==> src/rtl/ctype_pkg.sv <==
// ctype_pkg: shared character-class definitions for the byte-stream lexer.
//   - CT_* class bits (upper, lower, digit, space, punct, control, hex, blank)
//   - CLASS_TABLE: 128-entry ASCII class table (index = 7-bit code)
//   - tok_kind_e: token kind codes driven on tok_kind
//   - tok_state_e: tokenizer FSM states
package ctype_pkg;

    localparam logic [7:0] CT_U = 8'h01;  // upper-case letter
    localparam logic [7:0] CT_L = 8'h02;  // lower-case letter
    localparam logic [7:0] CT_N = 8'h04;  // decimal digit
    localparam logic [7:0] CT_S = 8'h08;  // white space
    localparam logic [7:0] CT_P = 8'h10;  // punctuation
    localparam logic [7:0] CT_C = 8'h20;  // control
    localparam logic [7:0] CT_X = 8'h40;  // hex digit (0-9, a-f, A-F)
    localparam logic [7:0] CT_B = 8'h80;  // blank (space character)

    typedef enum logic [2:0] {
        TK_IDENT = 3'd0,
        TK_NUM   = 3'd1,
        TK_HEX   = 3'd2,
        TK_PUNCT = 3'd3,
        TK_ERR   = 3'd4,
        TK_EOM   = 3'd5
    } tok_kind_e;

    typedef enum logic [1:0] {
        ST_IDLE  = 2'd0,
        ST_OPEN  = 2'd1,
        ST_FLUSH = 2'd2
    } tok_state_e;

    // Class of one 7-bit ASCII code. Digits carry the hex bit too so that a
    // hex literal continues uniformly on CT_X.
    function automatic logic [7:0] ascii_class(input logic [6:0] c);
        logic [7:0] cls;
        cls = 8'h00;
        if (c < 7'h20 || c == 7'h7F) cls = CT_C;
        if (c >= 7'h09 && c <= 7'h0D) cls = CT_C | CT_S;
        if (c == 7'h20) cls = CT_S | CT_B;
        if ((c >= 7'h21 && c <= 7'h2F) || (c >= 7'h3A && c <= 7'h40) ||
            (c >= 7'h5B && c <= 7'h60) || (c >= 7'h7B && c <= 7'h7E)) cls = CT_P;
        if (c >= 7'h30 && c <= 7'h39) cls = CT_N | CT_X;
        if (c >= 7'h41 && c <= 7'h46) cls = CT_U | CT_X;
        if (c >= 7'h47 && c <= 7'h5A) cls = CT_U;
        if (c >= 7'h61 && c <= 7'h66) cls = CT_L | CT_X;
        if (c >= 7'h67 && c <= 7'h7A) cls = CT_L;
        return cls;
    endfunction

    function automatic logic [127:0][7:0] build_class_table();
        logic [127:0][7:0] t;
        for (int i = 32'sd0; i < 32'sd128; i++) begin
            t[i] = ascii_class(7'(i));
        end
        return t;
    endfunction

    localparam logic [127:0][7:0] CLASS_TABLE = build_class_table();

endpackage

==> src/rtl/ctype_classify.sv <==
// ctype_classify: combinational byte-to-class lookup.
//   ch  [7:0] in  : character byte
//   cls [7:0] out : CT_* class bits; 0 for bytes >= 0x80
module ctype_classify
    import ctype_pkg::*;
(
    input  logic [7:0] ch,
    output logic [7:0] cls
);

    // Table lookup; non-ASCII bytes have no class.
    always_comb begin
        if (ch[7]) begin
            cls = 8'h00;
        end else begin
            cls = CLASS_TABLE[ch[6:0]];
        end
    end

endmodule

==> src/rtl/ctype_tokenizer.sv <==
// ctype_tokenizer: streaming lexer, one character per cycle in, one token per
// completed lexeme out (IDENT, NUM, HEX, PUNCT, ERR, EOM). Whitespace is skipped.
//   in_valid/in_ready/in_char/in_last : character stream (in_last marks message end)
//   tok_valid/tok_ready               : token handshake, fields held while stalled
//   tok_kind/tok_ofs/tok_len          : kind, start offset and length of the token
//   tok_last                          : final token of the message
//   tok_cont                          : token continues a length-saturated token
module ctype_tokenizer
    import ctype_pkg::*;
#(
    parameter int OFS_W = 16,
    parameter int LEN_W = 8
) (
    input  logic             clk,
    input  logic             rst_n,
    input  logic             in_valid,
    output logic             in_ready,
    input  logic [7:0]       in_char,
    input  logic             in_last,
    output logic             tok_valid,
    input  logic             tok_ready,
    output logic [2:0]       tok_kind,
    output logic [OFS_W-1:0] tok_ofs,
    output logic [LEN_W-1:0] tok_len,
    output logic             tok_last,
    output logic             tok_cont
);

    localparam logic [LEN_W-1:0] LEN_MAX  = {LEN_W{1'b1}};
    localparam logic [LEN_W-1:0] LEN_ONE  = LEN_W'(1'b1);
    localparam logic [LEN_W-1:0] LEN_ZERO = {LEN_W{1'b0}};
    localparam logic [OFS_W-1:0] OFS_ONE  = OFS_W'(1'b1);
    localparam logic [OFS_W-1:0] OFS_ZERO = {OFS_W{1'b0}};

    tok_state_e       state_q, state_d;
    tok_kind_e        kind_q, kind_d;      // kind of the open / pending token
    logic [OFS_W-1:0] start_q, start_d;    // its first-character offset
    logic [LEN_W-1:0] len_q, len_d;
    logic             cont_q, cont_d;
    logic             zero_q, zero_d;      // its first character was '0'
    logic [OFS_W-1:0] ofs_q, ofs_d;        // offset of the next accepted char

    logic             out_valid_q, out_valid_d;
    tok_kind_e        out_kind_q, out_kind_d;
    logic [OFS_W-1:0] out_ofs_q, out_ofs_d;
    logic [LEN_W-1:0] out_len_q, out_len_d;
    logic             out_last_q, out_last_d;
    logic             out_cont_q, out_cont_d;

    logic [7:0]       cls_s;
    logic             out_free_s, accept_s, is_space_s, hex_switch_s, cont_ok_s;
    tok_kind_e        start_kind_s, next_kind_s;
    logic             ld_en_s, ld_last_s, ld_cont_s;
    tok_kind_e        ld_kind_s;
    logic [OFS_W-1:0] ld_ofs_s;
    logic [LEN_W-1:0] ld_len_s;

    ctype_classify u_classify (
        .ch  (in_char),
        .cls (cls_s)
    );

    assign out_free_s = !out_valid_q || tok_ready;
    assign in_ready   = (state_q != ST_FLUSH) && out_free_s;
    assign accept_s   = in_valid && in_ready;
    assign is_space_s = |(cls_s & CT_S);

    // "0x"/"0X" turns a one-digit NUM into a HEX literal.
    assign hex_switch_s = (kind_q == TK_NUM) && (len_q == LEN_ONE) && zero_q &&
                          (in_char == 8'h78 || in_char == 8'h58);
    assign next_kind_s  = hex_switch_s ? TK_HEX : kind_q;

    // Does the incoming char extend the open token, and what would it start.
    always_comb begin
        case (kind_q)
            TK_IDENT: cont_ok_s = |(cls_s & (CT_U | CT_L | CT_N));
            TK_NUM:   cont_ok_s = (|(cls_s & CT_N)) || hex_switch_s;
            TK_HEX:   cont_ok_s = |(cls_s & CT_X);
            default:  cont_ok_s = 1'b0;
        endcase
        if (|(cls_s & (CT_U | CT_L))) begin
            start_kind_s = TK_IDENT;
        end else if (|(cls_s & CT_N)) begin
            start_kind_s = TK_NUM;
        end else if (|(cls_s & CT_P)) begin
            start_kind_s = TK_PUNCT;
        end else begin
            start_kind_s = TK_ERR;
        end
    end

    // FSM next state, open-token bookkeeping and output-register load request.
    always_comb begin
        state_d   = state_q;
        kind_d    = kind_q;
        start_d   = start_q;
        len_d     = len_q;
        cont_d    = cont_q;
        zero_d    = zero_q;
        ofs_d     = ofs_q;
        ld_en_s   = 1'b0;
        ld_kind_s = TK_IDENT;
        ld_ofs_s  = OFS_ZERO;
        ld_len_s  = LEN_ZERO;
        ld_last_s = 1'b0;
        ld_cont_s = 1'b0;
        case (state_q)
            ST_FLUSH: begin
                if (out_free_s) begin
                    ld_en_s   = 1'b1;
                    ld_kind_s = kind_q;
                    ld_ofs_s  = start_q;
                    ld_len_s  = len_q;
                    ld_last_s = 1'b1;
                    ld_cont_s = cont_q;
                    state_d   = ST_IDLE;
                end else begin
                    state_d   = ST_FLUSH;
                end
            end
            ST_IDLE, ST_OPEN: begin
                if (accept_s) begin
                    if (in_last) begin
                        ofs_d = OFS_ZERO;
                    end else begin
                        ofs_d = ofs_q + OFS_ONE;
                    end
                    if ((state_q == ST_OPEN) && cont_ok_s) begin
                        if (len_q == LEN_MAX) begin
                            // Saturated: emit as is, restart same kind at c with cont set.
                            ld_en_s   = 1'b1;
                            ld_kind_s = kind_q;
                            ld_ofs_s  = start_q;
                            ld_len_s  = len_q;
                            ld_cont_s = cont_q;
                            kind_d    = next_kind_s;
                            start_d   = ofs_q;
                            len_d     = LEN_ONE;
                            cont_d    = 1'b1;
                            zero_d    = (in_char == 8'h30);
                            state_d   = in_last ? ST_FLUSH : ST_OPEN;
                        end else begin
                            kind_d = next_kind_s;
                            len_d  = len_q + LEN_ONE;
                            if (in_last) begin
                                ld_en_s   = 1'b1;
                                ld_kind_s = next_kind_s;
                                ld_ofs_s  = start_q;
                                ld_len_s  = len_q + LEN_ONE;
                                ld_last_s = 1'b1;
                                ld_cont_s = cont_q;
                                state_d   = ST_IDLE;
                            end else begin
                                state_d   = ST_OPEN;
                            end
                        end
                    end else begin
                        // c closes whatever is open and then starts its own token.
                        if (state_q == ST_OPEN) begin
                            ld_en_s   = 1'b1;
                            ld_kind_s = kind_q;
                            ld_ofs_s  = start_q;
                            ld_len_s  = len_q;
                            ld_last_s = in_last && is_space_s;
                            ld_cont_s = cont_q;
                        end else begin
                            ld_en_s   = 1'b0;
                        end
                        if (!is_space_s) begin
                            kind_d  = start_kind_s;
                            start_d = ofs_q;
                            len_d   = LEN_ONE;
                            cont_d  = 1'b0;
                            zero_d  = (in_char == 8'h30);
                            if (!in_last) begin
                                state_d = ST_OPEN;
                            end else if (state_q == ST_OPEN) begin
                                state_d = ST_FLUSH;
                            end else begin
                                ld_en_s   = 1'b1;
                                ld_kind_s = start_kind_s;
                                ld_ofs_s  = ofs_q;
                                ld_len_s  = LEN_ONE;
                                ld_last_s = 1'b1;
                                ld_cont_s = 1'b0;
                                state_d   = ST_IDLE;
                            end
                        end else begin
                            state_d = ST_IDLE;
                            if (in_last && (state_q == ST_IDLE)) begin
                                // Nothing to report: end-of-message marker at message length.
                                ld_en_s   = 1'b1;
                                ld_kind_s = TK_EOM;
                                ld_ofs_s  = ofs_q + OFS_ONE;
                                ld_len_s  = LEN_ZERO;
                                ld_last_s = 1'b1;
                                ld_cont_s = 1'b0;
                            end else begin
                                ld_en_s   = ld_en_s;
                            end
                        end
                    end
                end else begin
                    state_d = state_q;
                end
            end
            default: begin
                state_d = ST_IDLE;
            end
        endcase
    end

    // Output register next value: load a new token or drop valid once taken.
    always_comb begin
        if (ld_en_s) begin
            out_valid_d = 1'b1;
            out_kind_d  = ld_kind_s;
            out_ofs_d   = ld_ofs_s;
            out_len_d   = ld_len_s;
            out_last_d  = ld_last_s;
            out_cont_d  = ld_cont_s;
        end else begin
            out_valid_d = out_valid_q && !tok_ready;
            out_kind_d  = out_kind_q;
            out_ofs_d   = out_ofs_q;
            out_len_d   = out_len_q;
            out_last_d  = out_last_q;
            out_cont_d  = out_cont_q;
        end
    end

    // FSM state and open-token registers.
    always_ff @(posedge clk or negedge rst_n) begin
        if (!rst_n) begin
            state_q <= ST_IDLE;
            kind_q  <= TK_IDENT;
            start_q <= OFS_ZERO;
            len_q   <= LEN_ZERO;
            cont_q  <= 1'b0;
            zero_q  <= 1'b0;
            ofs_q   <= OFS_ZERO;
        end else begin
            state_q <= state_d;
            kind_q  <= kind_d;
            start_q <= start_d;
            len_q   <= len_d;
            cont_q  <= cont_d;
            zero_q  <= zero_d;
            ofs_q   <= ofs_d;
        end
    end

    // Single output token register.
    always_ff @(posedge clk or negedge rst_n) begin
        if (!rst_n) begin
            out_valid_q <= 1'b0;
            out_kind_q  <= TK_IDENT;
            out_ofs_q   <= OFS_ZERO;
            out_len_q   <= LEN_ZERO;
            out_last_q  <= 1'b0;
            out_cont_q  <= 1'b0;
        end else begin
            out_valid_q <= out_valid_d;
            out_kind_q  <= out_kind_d;
            out_ofs_q   <= out_ofs_d;
            out_len_q   <= out_len_d;
            out_last_q  <= out_last_d;
            out_cont_q  <= out_cont_d;
        end
    end

    assign tok_valid = out_valid_q;
    assign tok_kind  = out_kind_q;
    assign tok_ofs   = out_ofs_q;
    assign tok_len   = out_len_q;
    assign tok_last  = out_last_q;
    assign tok_cont  = out_cont_q;

endmodule

==> config.mk <==
export PLATFORM = sky130hd
export DESIGN_NAME = ctype_tokenizer
export DESIGN_NICKNAME = d
export VERILOG_FILES = /design/src/rtl/ctype_pkg.sv /design/src/rtl/ctype_classify.sv /design/src/rtl/ctype_tokenizer.sv
export SDC_FILE = /design/constraint.sdc
export NUM_CORES = 1
export LEC_CHECK = 0
export BUFFER_PORTS_ARGS = -buffer_cell sky130_fd_sc_hd__buf_2
export CAP_MARGIN = 10
export CORE_ASPECT_RATIO = 0.6
export CORE_MARGIN = 2
export CORE_UTILIZATION = 64
export CTS_CLUSTER_DIAMETER = 30
export DETAILED_ROUTE_END_ITERATION = 7
export PLACE_DENSITY_LB_ADDON = 0.15
export SLEW_MARGIN = 20
export SYNTH_ARGS = -nofsm -noshare
export SYNTH_HDL_FRONTEND = slang
export SYNTH_SLANG_ARGS = --single-unit
==> constraint.sdc <==
create_clock -name clk -period 4.5 [get_ports clk]
set_input_delay 0 -clock clk [delete_from_list [all_inputs] [get_ports clk]]
set_output_delay 0 -clock clk [all_outputs]
set_load 0.02 [all_outputs]
# Yosys cells after proc, flatten, opt, wreduce, memory -nomap -nowiden
# Memory sizes are Yosys's and may differ from the RTL's.
# Cells that the tools add are included.
[classes]
n_addsub = 2
order_cmp = 1
eq_ne = 13
n_mux = 97
n_reduce_logical = 22
[ops]
columns = ["op", "n"]
rows = [
  ["$mux W16", 14],
  ["$mux W8", 13],
  ["$mux W3", 16],
  ["$mux W1", 36],
  ["$pmux W16 S2", 1],
  ["$add A16 B1 Y16 const B", 1],
  ["$eq A8 B7 Y1 const B", 2],
  ["$mux W2", 8],
  ["$pmux W8 S2", 1],
  ["$mux W7", 2],
  ["$logic_and A1 B1 Y1", 9],
  ["$add A8 B1 Y8 const B", 1],
  ["$eq A8 B1 Y1 const B", 1],
  ["$eq A8 B6 Y1 const B", 1],
  ["$eq A8 B8 Y1 const B", 1],
  ["$lt A7 B8 Y1 const B", 1],
  ["$pmux W1 S2", 3],
  ["$pmux W3 S2", 1],
  ["$ne A2 B1 Y1 const B", 2],
  ["$ne A2 B2 Y1 const B", 2],
  ["$pmux W2 S2", 1],
  ["$reduce_and A4 Y1", 1],
  ["$reduce_or A2 Y1", 2],
  ["$eq A3 B1 Y1 const B", 1],
  ["other kinds (11)", 14],
]
[totals]
ff_bits = 77
romBits = 1024
in_bits = 13
out_inout_bits = 31
wordCells = 149
mem_count = 1
[memory_table]
columns = ["memory", "words", "word_bits", "read_ports", "rd_clocked_by_memory_dff", "write_ports", "line_no", "source"]
rows = [
  ["(name not given)", 128, 8, 1, 0, 0, "ctype_classify.sv:16", "cls = CLASS_TABLE[ch[6:0]];"],
]

# Depth between registers and ports, before layout
# Gate-level depths: netlist (run 1).
[logic_depth]
word_depth = 12
mapped_depth = 9
mapped_depth_nobuf = 8

# Modules after synthesis
# Synthesis (run 1) repeated with hierarchy kept, for this count alone.
[hier_totals]
cells_unflattened = 575
hier_area_um2 = 4868.4
[by_module_without_submodules]
columns = ["mod", "instances", "cells_per_inst", "area_each_um2"]
rows = [
  ["ctype_tokenizer", 1, 542, 4664.5],
  ["ctype_classify", 1, 33, 203.9],
]

# Worst setup path before layout (run 1)
# Ideal clock, no wire load.
[synth_timing]
kind = "register to register"
start = "register len_q[1]"
end = "register out_ofs_q[10] (netlist: tok_ofs[10])"
arrival_ns = 2.105
t_required_ns = 4.374
path_slack_ns = 2.269
path_stages_with_launch = 9
n_path_buf = 2
synth_period_minus_slack_ns = 2.231
path_cell_list = "dfrtp_1 -> ha_1 -> nand4_1 -> or2_2 -> clkbuf_1 -> a211oi_1 -> a31oi_1 -> clkbuf_1 -> a221o_1"
[synth_between]
elab_chain_len = 10
elab_cells_between_ends = 16
cone_classes = "eq/ne (2); mux (9); reduce/logical (5)"
[synth_lines]
columns = ["element", "line_no", "source"]
rows = [
  ["start, declared", "ctype_tokenizer.sv:38", "logic [LEN_W-1:0] len_q, len_d;"],
  ["start signal, assigned", "ctype_tokenizer.sv:246", "len_q <= len_d;"],
  ["$eq A8 B1 Y1", "ctype_tokenizer.sv:69", "assign hex_switch_s = (kind_q == TK_NUM) && (len_q == LEN_ONE) && zero_q &&"],
  ["$logic_and A1 B1 Y1 (3 in a row)", "ctype_tokenizer.sv:69", ""],
  ["$logic_or A1 B1 Y1", "ctype_tokenizer.sv:77", "TK_NUM: cont_ok_s = (|(cls_s & CT_N)) || hex_switch_s;"],
  ["$pmux W1 S3", "ctype_tokenizer.sv:75", "case (kind_q)"],
  ["$logic_and A1 B1 Y1", "ctype_tokenizer.sv:128", "if ((state_q == ST_OPEN) && cont_ok_s) begin"],
  ["$mux W16 or $mux W1 (tied branches)", "ctype_tokenizer.sv:128", ""],
  ["$mux W16 or $mux W1 (tied branches)", "ctype_tokenizer.sv:122", "if (accept_s) begin"],
  ["$pmux W16 S2 or $pmux W1 S2 (tied branches)", "ctype_tokenizer.sv:107", "case (state_q)"],
  ["end signal, assigned", "ctype_tokenizer.sv:265", "out_ofs_q <= out_ofs_d;"],
  ["end, declared", "ctype_tokenizer.sv:45", "logic [OFS_W-1:0] out_ofs_q, out_ofs_d;"],
]
# Parallel ways exist; a longest one is shown, timed or not.
# A chain may end at the register's enable or synchronous reset.

# Final worst setup path (run 1)
[layout_timing]
start = "register kind_q[2]"
end = "register out_len_q[0] (netlist: tok_len[0])"
[layout_between]
elab_chain_len = 10
elab_cells_between_ends = 15
cone_classes = "eq/ne (2); mux (7); reduce/logical (6)"
[layout_lines]
columns = ["element", "line_no", "source"]
rows = [
  ["start, declared", "ctype_tokenizer.sv:36", "tok_kind_e kind_q, kind_d;"],
  ["start signal, assigned", "ctype_tokenizer.sv:244", "kind_q <= kind_d;"],
  ["$eq A3 B1 Y1", "ctype_tokenizer.sv:69, ctype_tokenizer.sv:75", ""],
  ["$logic_and A1 B1 Y1 (3 in a row)", "ctype_tokenizer.sv:69", ""],
  ["$logic_or A1 B1 Y1", "ctype_tokenizer.sv:77", ""],
  ["$pmux W1 S3 (*)", "ctype_tokenizer.sv:75", ""],
  ["$logic_and A1 B1 Y1 (*)", "ctype_tokenizer.sv:128", ""],
  ["$mux W8 or $mux W1 (tied branches)", "ctype_tokenizer.sv:128", ""],
  ["$mux W8 or $mux W1 (tied branches)", "ctype_tokenizer.sv:122", ""],
  ["$pmux W8 S2 or $pmux W1 S2 (tied branches)", "ctype_tokenizer.sv:107", ""],
  ["end signal, assigned", "ctype_tokenizer.sv:266", "out_len_q <= out_len_d;"],
  ["end, declared", "ctype_tokenizer.sv:46", "logic [LEN_W-1:0] out_len_q, out_len_d;"],
]
# Mark *: on every way between the ends. The rest lies on a longest branch, timed or not.

==> key figures, run 1 <==
Final layout
  • Share of cells above drive strength 1: 0.1767
  • Post-route cell area: 5167 um^2
  • Number of fill cells: 491
  • Final #Nets: 561
  • ANT cells: 0
  • Syn-to-layout area delta: 11.32%

Die
  • Row count: 23
  • Core ar.: 6849 um^2
  • Die height: 69.97 um
  • Die ar.: 7973 um^2
  • I/O Pins: 44
  • Chip Width: 113.9 um
  • Initial core utilization: 0.6777

Routing
  • Vias: 4413
  • DRT Pass-1 Iters: 5
  • Initial DRC Count: 544
  • Routed wire length: 12900 um
  • Remaining antenna violation count: 0
  • Vias/cell: 6.939
  • DRC: 0
  • Post-DR wirelength/cell: 20.28 um

GRT
  • Met1 usage in global routing: 0.5152
  • Initial antenna violation count: 0
  • Maximum number of pins on one net before global-route repair: 78
  • First-pass GRT wire length: 21180 um
  • Gr usage total: 0.3376
  • GR met2 Demand/Resource: 0.4570
  • Vias in the first global route: 4092
  • GR Overflow Total: 0
  • GR peak layer: met1
  • Met3 Use GR: 0.09896

Setup path
  • Worst Path Max Fanout: 17
  • CP Data Arrival Time: 3280 ps
  • CP endpoint kind: flip-flop
  • CP max stage delay: 750 ps
  • CP startpoint kind: flip-flop
  • Reg2Reg Launch Point: kind_q[2]$_DFFE_PN0P_
  • Crit Reg-Reg Endpoint: tok_len[0]$_DFFE_PN0P_
  • Reg2Reg Depth: 7
  • CP max stage cell: a31oi_2
  • Internal reg-to-reg setup slack: 1470 ps
  • Worst setup path category: flip-flop to flip-flop
  • Worst Path Required: 4750 ps
  • Cell Chain, Critical Path: nor3b_1, o211ai_1, o32a_2, a31oi_2, buf_4, a22oi_1, o21ai_0

STA
  • Worst-Margin Slew: 974.2 ps
  • Max-slew headroom: 0.3506
  • Max Fclk: 330.1 MHz
  • Final Critical Period: 3030 ps
  • TNS Setup: 0 ps
  • RSZ-0062 raised after global routing: no
  • Worst Slack Setup Final: 1470 ps
  • Period utilisation layout: 0.6733
  • Final hold violation count: 0
  • Setup Skew: 5.041 ps
  • Setup-failing EPs final: 0
  • Slew Viols, Final: 0

Synth
  • EDFF count, synth: 0
  • Gate Count Post-Synth: 523
  • Most frequent cells after synthesis: dfrtp_1, nand2_1, o21ai_0, a21oi_1, nor2_1
  • Syn nets: 539
  • Synth Flop Type: dfrtp_1
  • Ys async rst share: 1.000
  • Post-Syn Area: 4642 um^2
  • Synthesized flop and latch total: 77
  • Most common cell in the netlist: dfrtp_1
  • Yosys cell types: 67
  • Avg Cell Area, Syn: 8.876 um^2
  • Top cell type's share of synthesized area: 0.4151
  • Area contributors post-synth: dfrtp_1, nand2_1, o21ai_0, a21oi_1, mux2_4
  • Post-synth top area cell: dfrtp_1
  • Syn. warnings: 0
  • Sequential area share after synthesis: 0.4151

Power
  • Pwr Density: 458.6 nW/um^2
  • Static Leak: 2.259 nW
  • Peak supply drop: 370.1 uV

Hold path
  • Worst hold stages: 3
  • Hold_sp: in_char[4]
  • Hold Crit Class: primary input to flip-flop
  • Worst min-delay path endpoint: zero_q$_DFFE_PN0P_

Run status
  • Status: complete, no violations

Clock tree
  • Cts bufs inserted: 9
  • Clock Sinks: 77
  • Max clock buf depth: 2
  • CTS tree: done
  • Clk slew on worst S/H paths: 60 ps
  • Post-CTS sizing: 0
  • CTS Root Cell: clkbuf_16
  • Worst-skew pair later-pin latency: 330 ps
  • H-tree Lvls: 3

Placed design
  • Routability cong.: 0.9520
  • Placed inst area: 4838 um^2
  • Post-detail-place hpwl: 8714 um
  • Port bufs: 43
  • DP Worst Slack: 1609 ps

Run
  • Max-cap check violation count: 0
final cells by class:
cell class                 count  area, um^2  area share
sequential                    77        1927      0.3729
clock inverter                 4       72.57     0.01404
multi-input combinational    401        2525      0.4886
timing repair buffer          49       265.3     0.05133
tap                           87       108.9     0.02107
clock buffer                  11       242.7     0.04697
inverter                       7       26.28    0.005085
cells by family after synthesis:
| logic type | after synthesis | share of synthesized area |
|---|---|---|
| flops | 77 | 0.4151 |
| fa+ha+maj | 3 | 0.008087 |
| simple gates | 189 | 0.2070 |
| xor+xnor | 3 | 0.005661 |
| buf+inv | 45 | 0.04555 |
| compound gates | 189 | 0.2704 |
| mux | 17 | 0.04825 |
per-stage QoR:
| stage | util | instances | hold WS [ps] | total power, mW |
|---|---|---|---|---|
| 2_1_floorplan | - | 523 | -295.6 | 1.375 |
| 3_3_place_gp | 0.7064 | 620 | 216.3 | 1.559 |
| 3_5_place_dp | 0.7064 | 620 | 221.7 | 1.583 |
| 4_1_cts | 0.7539 | 636 | 12.49 | 2.354 |
| 5_1_grt | 0.7545 | 636 | 71.64 | 2.475 |
| 6_report | 0.7545 | 636 | 18.53 | 2.370 |
cells in the final DEF (no fill, tap or decap), types with 3 or more instances in the layout:
cell type	n
clkbuf_16	9
inv_1	7
and3_1	4
nor3_1	16
nand2b_1	4
and2_1	7
mux2_4	9
o31ai_1	6
o21ai_1	8
a221o_1	12
o21ai_0	48
buf_2	42
nand2_1	69
buf_4	6
a21boi_0	5
a31oi_1	13
nor2_1	33
or3_1	4
nand3_1	16
dfrtp_1	77
nand4_1	8
ha_1	3
a22o_1	8
a221oi_1	3
nor2b_1	5
o211ai_1	3
mux2_2	7
a22oi_1	10
and4_1	4
a21o_1	8
a21oi_1	43
critical path, delay by kind of cell, from the launching register on:
family | cells | cell delay, ps
DFF | 1 | 430
AOI/OAI and AO/OA | 5 | 1700
and+or+nand+nor | 1 | 450
buffers and inverters | 1 | 380
how the worst max path moves through the flow:
stage / startpoint / endpoint / cells after the start / slack (ps)
after global routing: kind_q[2]$_DFFE_PN0P_ / tok_len[0]$_DFFE_PN0P_ / 7 / 1420
after detailed placement: kind_q[2]$_DFFE_PN0P_ / tok_len[0]$_DFFE_PN0P_ / 7 / 1610
after floorplan: len_q[1]$_DFFE_PN0P_ / tok_ofs[10]$_DFFE_PN0P_ / 8 / 2270
after global placement: kind_q[2]$_DFFE_PN0P_ / tok_len[0]$_DFFE_PN0P_ / 7 / 1730
after CTS: kind_q[2]$_DFFE_PN0P_ / tok_len[0]$_DFFE_PN0P_ / 7 / 1610
final: kind_q[2]$_DFFE_PN0P_ / tok_len[0]$_DFFE_PN0P_ / 7 / 1470
layer usage:
metal | up-vias | part of all wire
li1 | 1986 | -
met5 | - | 0
met1 | 2069 | 0.44
met2 | 335 | 0.41
met4 | 0 | 0.014
met3 | 23 | 0.14
flip-flops by register name, indices dropped and copies added (netlist names):
signal,flops
ofs_q,16
start_q,16
tok_ofs,16
len_q,8
tok_len,8
kind_q,3
tok_kind,3
state_q,2
cont_q,1
tok_cont,1
tok_last,1
tok_valid,1
zero_q,1
report_power, final:
group	internal, mW	total, mW	switching, mW	leakage (nW)
Combinational	0.231	0.658	0.427	1.08
Clock	0.497	0.768	0.271	0.152
Sequential	0.807	0.944	0.137	1.03
repair_timing:
action / CTS / global route
endpoints found under the hold margin: 77 / 0
hold buffers: 1 / 0
setup buffers: 0 / 0
endpoints found under the setup margin: 0 / 0
Note: power is estimated with default switching activity, not from simulation.
==> run 2: changes to the inputs <==
--- a/config.mk
+++ b/config.mk
@@ -9,7 +9,7 @@
 export CAP_MARGIN = 10
 export CORE_ASPECT_RATIO = 0.6
 export CORE_MARGIN = 2
-export CORE_UTILIZATION = 64
+export CORE_UTILIZATION = 60
 export CTS_CLUSTER_DIAMETER = 30
 export DETAILED_ROUTE_END_ITERATION = 7
 export PLACE_DENSITY_LB_ADDON = 0.15
==> constraint.sdc (replaced) <==
create_clock -name clk -period 3.1 [get_ports clk]
set_input_delay 0 -clock clk [delete_from_list [all_inputs] [get_ports clk]]
set_output_delay 0 -clock clk [all_outputs]
set_load 0.02 [all_outputs]
==> key figures, run 2 (same netlist as run 1, synthesis figures left out) <==
Clock tree
  • H-tree Lvls: 3
  • CTS Root Cell: clkbuf_16
  • Clk slew on worst S/H paths: 60 ps
  • Max clock buf depth: 2
  • Cts bufs inserted: 9
  • Post-CTS sizing: 0
  • CTS tree: done
  • Clock Sinks: 77
  • Worst-skew pair later-pin latency: 340 ps

Setup path
  • Internal reg-to-reg setup slack: 320 ps
  • CP startpoint kind: flip-flop
  • Worst setup path category: flip-flop to flip-flop
  • Cell Chain, Critical Path: ha_1, nand4_1, or2_2, a211oi_1, a31oi_2, buf_4, a221o_1
  • Reg2Reg Launch Point: len_q[0]$_DFFE_PN0P_
  • CP endpoint kind: flip-flop
  • Setup crit start: len_q[0]$_DFFE_PN0P_
  • Crit Reg-Reg Endpoint: tok_len[5]$_DFFE_PN0P_
  • CP Data Arrival Time: 2980 ps
  • CP max stage delay: 540 ps
  • Worst Path Required: 3310 ps
  • Worst Path Max Fanout: 13
  • CP max stage cell: dfrtp_1
  • Reg2Reg Depth: 7

Routing
  • Initial DRC Count: 526
  • Vias/cell: 6.505
  • Post-DR wirelength/cell: 19.78 um
  • DRC: 0
  • Routed wire length: 13120 um
  • Vias: 4313
  • DRT Pass-1 Iters: 7
  • Remaining antenna violation count: 0

Die
  • Initial core utilization: 0.6284
  • Core ar.: 7387 um^2
  • Die ar.: 8479 um^2
  • Row count: 24
  • I/O Pins: 44
  • Chip Width: 117.6 um
  • Die height: 72.13 um

Power
  • Peak supply drop: 359.6 uV
  • Pwr Density: 632.7 nW/um^2
  • Static Leak: 2.287 nW

Placed design
  • Routability cong.: 0.9897
  • DP Worst Slack: 395.4 ps
  • Post-detail-place hpwl: 9055 um
  • Port bufs: 43

GRT
  • Initial antenna violation count: 0
  • GR Overflow Total: 0
  • Gr usage total: 0.3272
  • First-pass GRT wire length: 21460 um
  • Maximum number of pins on one net before global-route repair: 78
  • Vias in the first global route: 3945

STA
  • Period utilisation layout: 0.8957
  • TNS Setup: 0 ps
  • Worst-Margin Slew: 967.3 ps
  • RSZ-0062 raised after global routing: no
  • Final Critical Period: 2777 ps
  • Slew Viols, Final: 0
  • Worst Slack Setup Final: 323.2 ps
  • Max-slew headroom: 0.3551
  • Setup-failing EPs final: 0
  • Max Fclk: 360.1 MHz
  • Final hold violation count: 0
  • Setup Skew: 7.482 ps

Final layout
  • ANT cells: 0
  • Commonest non-fill, non-tap cell in the layout: dfrtp_1
  • Final #Nets: 571
  • Share of cells above drive strength 1: 0.1896
  • Commonest non-fill, non-tap cells in the layout: dfrtp_1, nand2_1, o21ai_0
  • Syn-to-layout area delta: 12.29%

Hold path
  • Worst hold stages: 3
  • Hold Crit Class: primary input to flip-flop
  • Worst min-delay path endpoint: zero_q$_DFFE_PN0P_
  • Hold_sp: in_char[4]

Run
  • Max-cap check violation count: 0

Run status
  • Status: complete, no violations
-- run 2: cell count changes in the layout (fill, tap and decap cells not counted), sizes merged --
cell,change
buf,+10
bufinv,-2
clkinv,+1
clkinvlp,+1
-- run 2: power by group --
part           switching (mW)  total (mW)  internal, mW  leakage [nW]
Sequential              0.207        1.38          1.17          1.03
Clock                   0.400       0.956         0.556         0.127
Combinational           0.611       0.964         0.354          1.13
Total                    1.22        3.30          2.08          2.29
-- run 2: critical path: cells and delay by family (launching register included) --
family / cells / cell delay (ps)
AOI/OAI and AO/OA: 3 / 870
adders and majority gates: 1 / 360
buffers and inverters: 1 / 290
DFF: 1 / 540
and+or+nand+nor: 2 / 590
-- run 2: repair_timing --
action                     in CTS  in global routing
hold buffers                    1                  0
buffers inserted                0                  0
hold endpoints to repair       77                  0
setup endpoints to repair       0                  0
-- run 2: per-stage QoR --
| step | hold WS (ps) | area [um^2] | power, mW | utilization | instances |
|---|---|---|---|---|---|
| floorplan | -295.6 | 4642 | 1.996 | - | 523 |
| global placement | 215.3 | 4935 | 2.282 | 0.6680 | 647 |
| global route | 17.27 | 5213 | 3.448 | 0.7056 | 663 |
| detailed placement | 219.8 | 4935 | 2.322 | 0.6680 | 647 |
| finish | 10.31 | 5213 | 3.298 | 0.7056 | 663 |
| CTS | 4.056 | 5213 | 3.280 | 0.7056 | 663 |
-- run 2: worst max path at each step --
stage / endpoint / slack, ps / cells after the start
5_1_grt: tok_len[5]$_DFFE_PN0P_ / 120 / 7
4_1_cts: tok_len[5]$_DFFE_PN0P_ / 380 / 7
3_3_place_gp: tok_ofs[13]$_DFFE_PN0P_ / 520 / 7
6_report: tok_len[5]$_DFFE_PN0P_ / 320 / 7
2_1_floorplan: tok_ofs[10]$_DFFE_PN0P_ / 870 / 8
3_5_place_dp: tok_len[5]$_DFFE_PN0P_ / 400 / 7
-- run 2: area by class of cell --
| class | count | area [um^2] |
|---|---|---|
| clock inverter | 4 | 25.02 |
| sequential | 77 | 1927 |
| multi-input combinational | 401 | 2521 |
| fill | 601 | 2175 |
| inverter | 7 | 26.28 |
| timing repair buffer | 59 | 340.3 |
| clock buffer | 11 | 242.7 |
| tap | 104 | 130.1 |
-- run 2: per-layer routing --
| metal | track usage | up-vias | wire length [um] |
|---|---|---|---|
| met4 | 0.08835 | 0 | 186 |
| met5 | 0 | - | 0 |
| met3 | 0.1006 | 21 | 1769 |
| met1 | 0.5077 | 2019 | 6054 |
| li1 | - | 2002 | - |
| met2 | 0.4392 | 271 | 5105 |
==> run 3: changes to the inputs <==
--- a/config.mk
+++ b/config.mk
@@ -8,11 +8,11 @@
 export BUFFER_PORTS_ARGS = -buffer_cell sky130_fd_sc_hd__buf_2
 export CAP_MARGIN = 10
 export CORE_ASPECT_RATIO = 0.6
-export CORE_MARGIN = 2
 export CORE_UTILIZATION = 60
 export CTS_CLUSTER_DIAMETER = 30
 export DETAILED_ROUTE_END_ITERATION = 7
-export PLACE_DENSITY_LB_ADDON = 0.15
+export PLACE_DENSITY = 0.78
+export SKIP_LAST_GASP = 1
 export SLEW_MARGIN = 20
 export SYNTH_ARGS = -nofsm -noshare
 export SYNTH_HDL_FRONTEND = slang
==> key figures, run 3 (same netlist as run 1, synthesis figures left out) <==
Run status
  • Status: complete, no violations

Clock tree
  • CTS tree: done
  • Max clock buf depth: 2
  • H-tree Lvls: 3
  • Post-CTS sizing: 0
  • Worst-skew pair later-pin latency: 340 ps
  • Clock Sinks: 77
  • Clk slew on worst S/H paths: 60 ps
  • CTS Root Cell: clkbuf_16
  • Cts bufs inserted: 9

Die
  • Core ar.: 7387 um^2
  • Die ar.: 8104 um^2
  • Initial core utilization: 0.6284
  • Row count: 24
  • I/O Pins: 44
  • Die height: 70.13 um
  • Chip Width: 115.6 um

Final layout
  • ANT cells: 0
  • Commonest non-fill, non-tap cells in the layout: dfrtp_1, nand2_1, o21ai_0
  • Util after Layout: 0.7087
  • Final cell count without fillers: 662
  • Share of cells above drive strength 1: 0.1882
  • Commonest non-fill, non-tap cell in the layout: dfrtp_1
  • Final #Nets: 569
  • Syn-to-layout area delta: 12.78%
  • Post-route cell area: 5235 um^2

STA
  • Period utilisation layout: 0.8542
  • TNS Setup: 0 ps
  • Setup-failing EPs final: 0
  • Final Critical Period: 2648 ps
  • RSZ-0062 raised after global routing: no
  • Max-slew headroom: 0.3723
  • Final hold violation count: 0
  • Setup Skew: 8.233 ps
  • Worst Slack Setup Final: 452.1 ps
  • Slew Viols, Final: 0
  • Worst-Margin Slew: 936.4 ps
  • Max Fclk: 377.7 MHz

Power
  • Peak supply drop: 448.5 uV
  • Static Leak: 2.291 nW
  • Pwr Density: 645.5 nW/um^2

GRT
  • Vias in the first global route: 4063
  • First-pass GRT wire length: 21050 um
  • Initial antenna violation count: 0
  • Gr usage total: 0.3448
  • GR Overflow Total: 0
  • Maximum number of pins on one net before global-route repair: 78

Routing
  • Remaining antenna violation count: 0
  • Met3 wire length: 1504 um
  • Met2 Wirelength: 5138 um
  • Routed wire length: 12830 um
  • DRC: 0
  • Vias: 4298
  • Post-DR wirelength/cell: 19.38 um
  • Wl on met1: 6017 um
  • Initial DRC Count: 432
  • DRT Pass-1 Iters: 5
  • Vias/cell: 6.492
  • Highest Signal Layer: met4

Setup path
  • CP Data Arrival Time: 2870 ps
  • CP endpoint kind: flip-flop
  • Worst Path Max Fanout: 15
  • CP startpoint kind: flip-flop
  • Worst Path Required: 3320 ps
  • Worst setup path category: flip-flop to flip-flop

Placed design
  • Port bufs: 43
  • Placed inst area: 4912 um^2
  • DP Worst Slack: 498.7 ps
  • Post-detail-place hpwl: 8844 um
  • Placed Cells: 644
  • Routability cong.: 0.9505

Hold path
  • Hold Crit Class: primary input to flip-flop

Run
  • Max-cap check violation count: 0
[run 3: cell types whose count changed in the layout (fill, tap and decap cells not counted), sizes merged]
cell | previous run | this run
clkinv | 2 | 3
bufinv | 0 | 1
clkbuf | 11 | 10
buf | 58 | 56
[run 3: power by group]
part	internal, mW	switching, mW
registers	1.17	0.206
logic	0.354	0.607
clock network	0.622	0.420
total	2.15	1.23
[run 3: cell type report]
type,instances,area (um^2)
inverter,7,26.28
multi-input combinational,401,2521
tap,104,130.1
timing repair buffer,57,337.8
clock inverter,6,63.81
sequential,77,1927
clock buffer,10,229.0
fill,571,2152
[run 3: layer usage]
| metal | global-route usage | up-vias |
|---|---|---|
| met3 | 0.1016 | 21 |
| met2 | 0.4611 | 259 |
| met4 | 0.1140 | 0 |
| met1 | 0.5257 | 2013 |
| met5 | 0 | - |
| li1 | - | 2005 |
[run 3: final timing paths]
path                                         from                      to  slack (ps)  cells past startpoint
setup / recovery             len_q[0]$_DFFE_PN0P_  tok_len[5]$_DFFE_PN0P_         450                      7
hold / removal                         in_char[4]      zero_q$_DFFE_PN0P_          30                      3
setup reg to reg             len_q[0]$_DFFE_PN0P_  tok_len[5]$_DFFE_PN0P_         450                      7
hold reg to reg            tok_len[4]$_DFFE_PN0P_  tok_len[4]$_DFFE_PN0P_         490                      2
max in group asynchronous                   rst_n   ofs_q[10]$_DFFE_PN0P_        2350                      3
min in group asynchronous                   rst_n  tok_len[4]$_DFFE_PN0P_         170                      2
[run 3: what timing repair did]
item | CTS | global route
setup buffers | 0 | 0
hold buffers | 1 | 0
endpoints found under the hold margin | 77 | 0
[run 3: worst max-delay path, cell delays in order (launching register included)]
cell and delay (ps):
dfrtp_1 540, ha_1 330, nand4_1 170, or2_2 410
a211oi_1 300, a31oi_2 140, buf_4 270, a221o_1 360
[run 3: metrics by stage]
step           hold WS (ps)  power, mW
2_1_floorplan        -295.6      1.996
3_3_place_gp          212.6      2.276
5_1_grt               46.04      3.535
6_report              25.09      3.379
3_5_place_dp          221.6      2.323
4_1_cts               11.52      3.360
